File: config.mk
export PLATFORM = sky130hd
export DESIGN_NAME = gate_bist
export DESIGN_NICKNAME = d
export VERILOG_FILES = /design/src/rtl/gate_bist.sv
export SDC_FILE = /design/constraint.sdc
export NUM_CORES = 1
export LEC_CHECK = 0
export CORE_MARGIN = 2
export CORE_UTILIZATION = 30
export DETAILED_ROUTE_END_ITERATION = 8
export GPL_TIMING_DRIVEN = 0
export HOLD_SLACK_MARGIN = 0.03
export MAX_ROUTING_LAYER = met4
export PLACE_DENSITY_LB_ADDON = 0.12
export SLEW_MARGIN = 20
export SYNTH_ARGS = -nofsm -noshare
export SYNTH_HDL_FRONTEND = slang
export SYNTH_SLANG_ARGS = --single-unit
File: constraint.sdc
create_clock -name clk -period 4.1 [get_ports clk]
set_input_delay 0.82 -clock clk [delete_from_list [all_inputs] [get_ports clk]]
set_output_delay 0.82 -clock clk [all_outputs]
set_load 0.01 [all_outputs]
File: src/rtl/gate_bist.sv
// Purpose : truth-table self-test for one 2-input gate. Drives all four {a,b}
//           vectors, holds each for SETTLE cycles, samples the gate output and
//           compares it with the golden table TRUTH.
// Latency : done strobes 4*SETTLE cycles after the accepting start edge.
// Backpr. : no handshake. start is taken only in IDLE or in the DONE cycle
//           (which exits through the IDLE decision). A start during RUN is
//           dropped, not queued.
// Ports   : clk, reset (async, active-high), start -> request a run
//           dut_a/dut_b -> registered gate inputs; dut_out <- gate output
//           busy, done (1-cycle strobe), pass, fail_vec (first bad {a,b})
//           fail_cnt (mismatch count) only when GATE_BIST_ERRCNT_EN is defined
module gate_bist #(
  parameter int         SETTLE = 2,       // 1..15
  parameter logic [3:0] TRUTH  = 4'b1000  // bit i = expected out for {a,b}=i
) (
  input  logic       clk,
  input  logic       reset,
  input  logic       start,
  output logic       dut_a,
  output logic       dut_b,
  input  logic       dut_out,
  output logic       busy,
  output logic       done,
  output logic       pass,
`ifdef GATE_BIST_ERRCNT_EN
  output logic [2:0] fail_cnt,
`endif
  output logic [1:0] fail_vec
);

  typedef enum logic [1:0] {ST_IDLE, ST_RUN, ST_DONE} state_t;

  localparam logic [3:0] SETTLE_C = 4'(SETTLE);

  state_t     state, state_n;
  logic [1:0] idx, idx_n;     // also the value driven onto {dut_a,dut_b}
  logic [3:0] cnt, cnt_n;
  logic       busy_n, done_n, pass_n, mis, mis_n;
  logic [1:0] fail_vec_n;
  logic       hit;
`ifdef GATE_BIST_ERRCNT_EN
  logic [2:0] fail_cnt_n;
`endif

  assign dut_a = idx[1];
  assign dut_b = idx[0];
  assign hit   = (dut_out != TRUTH[idx]);

  always_ff @(posedge clk or posedge reset) begin
    if (reset) begin
      state    <= ST_IDLE;
      idx      <= 2'b00;
      cnt      <= 4'd0;
      busy     <= 1'b0;
      done     <= 1'b0;
      pass     <= 1'b0;
      fail_vec <= 2'b00;
      mis      <= 1'b0;
`ifdef GATE_BIST_ERRCNT_EN
      fail_cnt <= 3'd0;
`endif
    end else begin
      state    <= state_n;
      idx      <= idx_n;
      cnt      <= cnt_n;
      busy     <= busy_n;
      done     <= done_n;
      pass     <= pass_n;
      fail_vec <= fail_vec_n;
      mis      <= mis_n;
`ifdef GATE_BIST_ERRCNT_EN
      fail_cnt <= fail_cnt_n;
`endif
    end
  end

  always_comb begin
    state_n    = state;
    idx_n      = idx;
    cnt_n      = cnt;
    busy_n     = busy;
    done_n     = 1'b0;
    pass_n     = pass;
    fail_vec_n = fail_vec;
    mis_n      = mis;
`ifdef GATE_BIST_ERRCNT_EN
    fail_cnt_n = fail_cnt;
`endif
    case (state)
      ST_RUN: begin
        cnt_n = cnt - 4'd1;
        if (cnt == 4'd1) begin
          // sample edge for vector idx
          if (hit) begin
            if (!mis) fail_vec_n = idx;
            mis_n = 1'b1;
`ifdef GATE_BIST_ERRCNT_EN
            fail_cnt_n = fail_cnt + 3'd1;
`endif
          end
          if (idx != 2'd3) begin
            idx_n = idx + 2'd1;
            cnt_n = SETTLE_C;
          end else begin
            // last vector: its own comparison is folded into pass here
            state_n = ST_DONE;
            busy_n  = 1'b0;
            done_n  = 1'b1;
            pass_n  = ~(mis | hit);
          end
        end
      end
      default: begin
        // IDLE, and the single DONE cycle which falls back to IDLE
        if (state == ST_DONE) state_n = ST_IDLE;
        if (start) begin
          state_n    = ST_RUN;
          idx_n      = 2'b00;
          cnt_n      = SETTLE_C;
          busy_n     = 1'b1;
          pass_n     = 1'b0;
          fail_vec_n = 2'b00;
          mis_n      = 1'b0;
`ifdef GATE_BIST_ERRCNT_EN
          fail_cnt_n = 3'd0;
`endif
        end
      end
    endcase
  end

endmodule
==> flow_metrics.tcl <==
set metrics [dict create \
    yosys-top-cells-count "dfrtp_1, inv_1, mux2_2, nor2_1" \
    ir_drop_v 0.0002781 \
    die_area_sq_um 2864 \
    synth_edf_count 0 \
    vias 480 \
    cp-end-kind "output pin" \
    antenna_cells 0 \
    core_area_sq_um 2276 \
    insertion_delay_ns 0.27 \
    drcViolationCount 0 \
    cp_data_arrival_time_ns 1.25 \
    synth_most_common_cell "dfrtp_1" \
    ctsResizeCount 0 \
    first_iter_violations 5 \
    fp-row-count 17 \
    ant_nets 0 \
    netSwitchingFraction_pct 34.88 \
    tightest_slew_ns 0.6471 \
    die_h_microns 53.52 \
    grt_pass1_wl_microns 2277 \
    via_per_inst 4.752 \
    setup-tns-final_ns 0 \
    cts_tree "done" \
    grt_overflow 0 \
    hold_viol 0 \
    rr_worst_depth 4 \
    initial_utilization_pct 32.33 \
    cts-root-buf "clkbuf_4" \
    hp-class "reg -> reg" \
    post_drt_wl_per_cell_microns 12.40 \
    pwr-share-clk_pct 15.6 \
    yosysSeqAreaShare_pct 47.62 \
    nets 81 \
    final_core_util_pct 39.42 \
    finalCritPeriodShare_pct 50.57 \
    postRouteWirelength_microns 1252 \
    routabilityCongestion 0.6608 \
    crit_path_cell_trace "clkdlybuf4s50_1" \
    cts_buffers 3 \
    syn2layout_area_growth_pct 21.94 \
    drive_above_1_share_pct 24.66 \
    relSlewSlack_pct 56.25 \
    synth_warnings 0 \
    power_switching_mw 0.2198 \
    die_width_microns 53.52 \
    status "completed" \
    internal-power_mw 0.4105 \
    grt_pass1_vias 492 \
    cp.depth 1 \
    cellPowerDensity_nw_per_um2 702.6 \
    cp.required_ns 3.28 \
    grt_start_max_net_pins 15 \
    hold_path_depth 2 \
    total_leakage_power_nw 0.4059 \
    antenna_found_initial 0 \
    cp_max_fo 5 \
    ys_types 28 \
    track_usage_pct 11.77 \
    syn_area_sq_um 735.7 \
    combPwrFrac_pct 46.3 \
    slew_viol_final 0 \
    h-tree-depth 1 \
    seq_power_share_pct 38.0 \
    synth_seq_cells 14 \
    cp_top_family "buffers and inverters" \
    post-cts-setup-buffers 0 \
    cap_violations 0 \
    numPortBuffers 9 \
    yosys.area.top_type "dfrtp_1" \
    finalSetupViolations 0 \
    cts.sinks 14 \
    path_clk_slew_ns 0.09 \
    yosys_most_used_dff "dfrtp_1" \
    syn_avg_cell_area_sq_um 12.26 \
    grt_setup_unrepaired "no" \
    cp_num_buf_inv 1 \
    critical-path-slowest-cell "clkdlybuf4s50_1" \
    clock_path_buffers 2 \
    nFillCells 229 \
    fmax_ghz 0.4823 \
    ctsHoldBuffers 0 \
    dp_hpwl_microns 926.4 \
    worstSetupPathType "reg -> out" \
    synth_area_leaders "dfrtp_1, mux2_2, ha_1" \
    io_pins 11 \
    async_flop_share_pct 100.0 \
    fin_skew_ns 0.005427 \
    drtPass1Iterations 4 \
    syn-num-nets 67 \
    crit_path_start_kind "flip-flop" \
    slowest_delay_ns 0.56 \
    synthCells 60 \
    finalCriticalPeriod_ns 2.073 \
    yosysTopAreaCellShare_pct 47.62 \
]
-- power groups by stage --
stage | combinational [mW] | clock, mW | sequential [mW]
after floorplan | 0.202 | 0 | 0.244
after global routing | 0.329 | 0.110 | 0.247
final | 0.292 | 0.0986 | 0.240
after CTS | 0.298 | 0.103 | 0.239
after detailed placement | 0.297 | 0 | 0.241
after global placement | 0.294 | 0 | 0.241
-- final timing paths --
path,from,endpoint,slack (ns)
min in group asynchronous,reset,idx[1],0.89
worst max register to register,idx[1],cnt[0],2.24
worst min-delay path,busy,busy,0.51
worst min register to register,busy,busy,0.51
max in group asynchronous,reset,state[1],2.85
worst max-delay path,idx[0],dut_b,2.03
-- worst register-to-register path, stage by stage (launching register included) --
cell and delay, ns:
dfrtp_1 0.43, ha_1 0.26, nor4b_1 0.57, nor2_1 0.19, mux2_2 0.31
-- logic make-up after synthesis --
group	after synthesis	share of synthesized area, %
XOR/XNOR	2	2.381
flip-flops	14	47.62
adder cells (fa/ha/maj)	3	5.103
multiplexers	6	8.843
buffers and inverters	7	6.633
AO/OA/AOI/OAI	12	12.93
AND/OR/NAND/NOR	16	16.50
-- through the flow --
step	power (mW)	cell area (sq um)	cells	setup WS, ns	hold slack, ns
floorplan	0.4463	735.7	60	2.405	0.5174
global placement	0.5347	860.8	97	1.966	0.4799
detailed placement	0.5379	860.8	97	1.965	0.4922
CTS	0.6397	897.1	101	2.004	0.5156
global route	0.6863	897.1	101	1.965	0.5660
finish	0.6303	897.1	101	2.027	0.5100
-- cell usage in the layout, fill, tap and decap left out --
master	Yosys	final
xor2_1	1	1
clkdlybuf4s50_1	0	9
nor3_1	2	2
nor4b_1	1	1
nand2_1	2	2
mux2i_1	2	2
a21o_1	1	1
clkbuf_4	0	3
nor4_4	1	1
bufbuf_8	1	1
nor2b_1	1	1
a21boi_0	3	3
ha_1	3	3
a22oi_1	1	1
or3b_4	1	1
dfrtp_1	14	14
o21ai_0	1	1
buf_6	1	1
o21bai_1	1	1
clkbuf_8	0	1
nor3_4	1	1
a21oi_1	1	1
mux2_2	4	4
nor2_1	4	4
inv_1	5	5
nor3b_1	1	1
and2b_2	1	1
or2b_2	1	1
a22o_2	3	3
xnor2_1	1	1
a32o_1	1	1
-- flip-flops by register name, summed over array words and instances, names as in the netlist --
register,count
state,2
pass,1
fail_vec,2
done,1
mis,1
busy,1
cnt,4
idx,2
-- layer usage --
layer	wire (microns)	vias to the layer above	GRT usage, %
met3	53	2	3.390
met2	553	9	16.67
li1	-	237	-
met1	632	232	15.51
met5	0	-	-
met4	13	0	5.128
-- final cells by class --
class	instances	area, sq um	share of cell area (%)
flip-flops and latches	14	350.3	39.05
multi-input cells	39	336.6	37.52
repair buffers	9	90.09	10.04
clock buffers	4	36.28	4.045
well taps	28	35.03	3.905
plain buffers	2	30.03	3.347
inverters	5	18.77	2.092
Note: power is estimated with default switching activity, not from simulation.
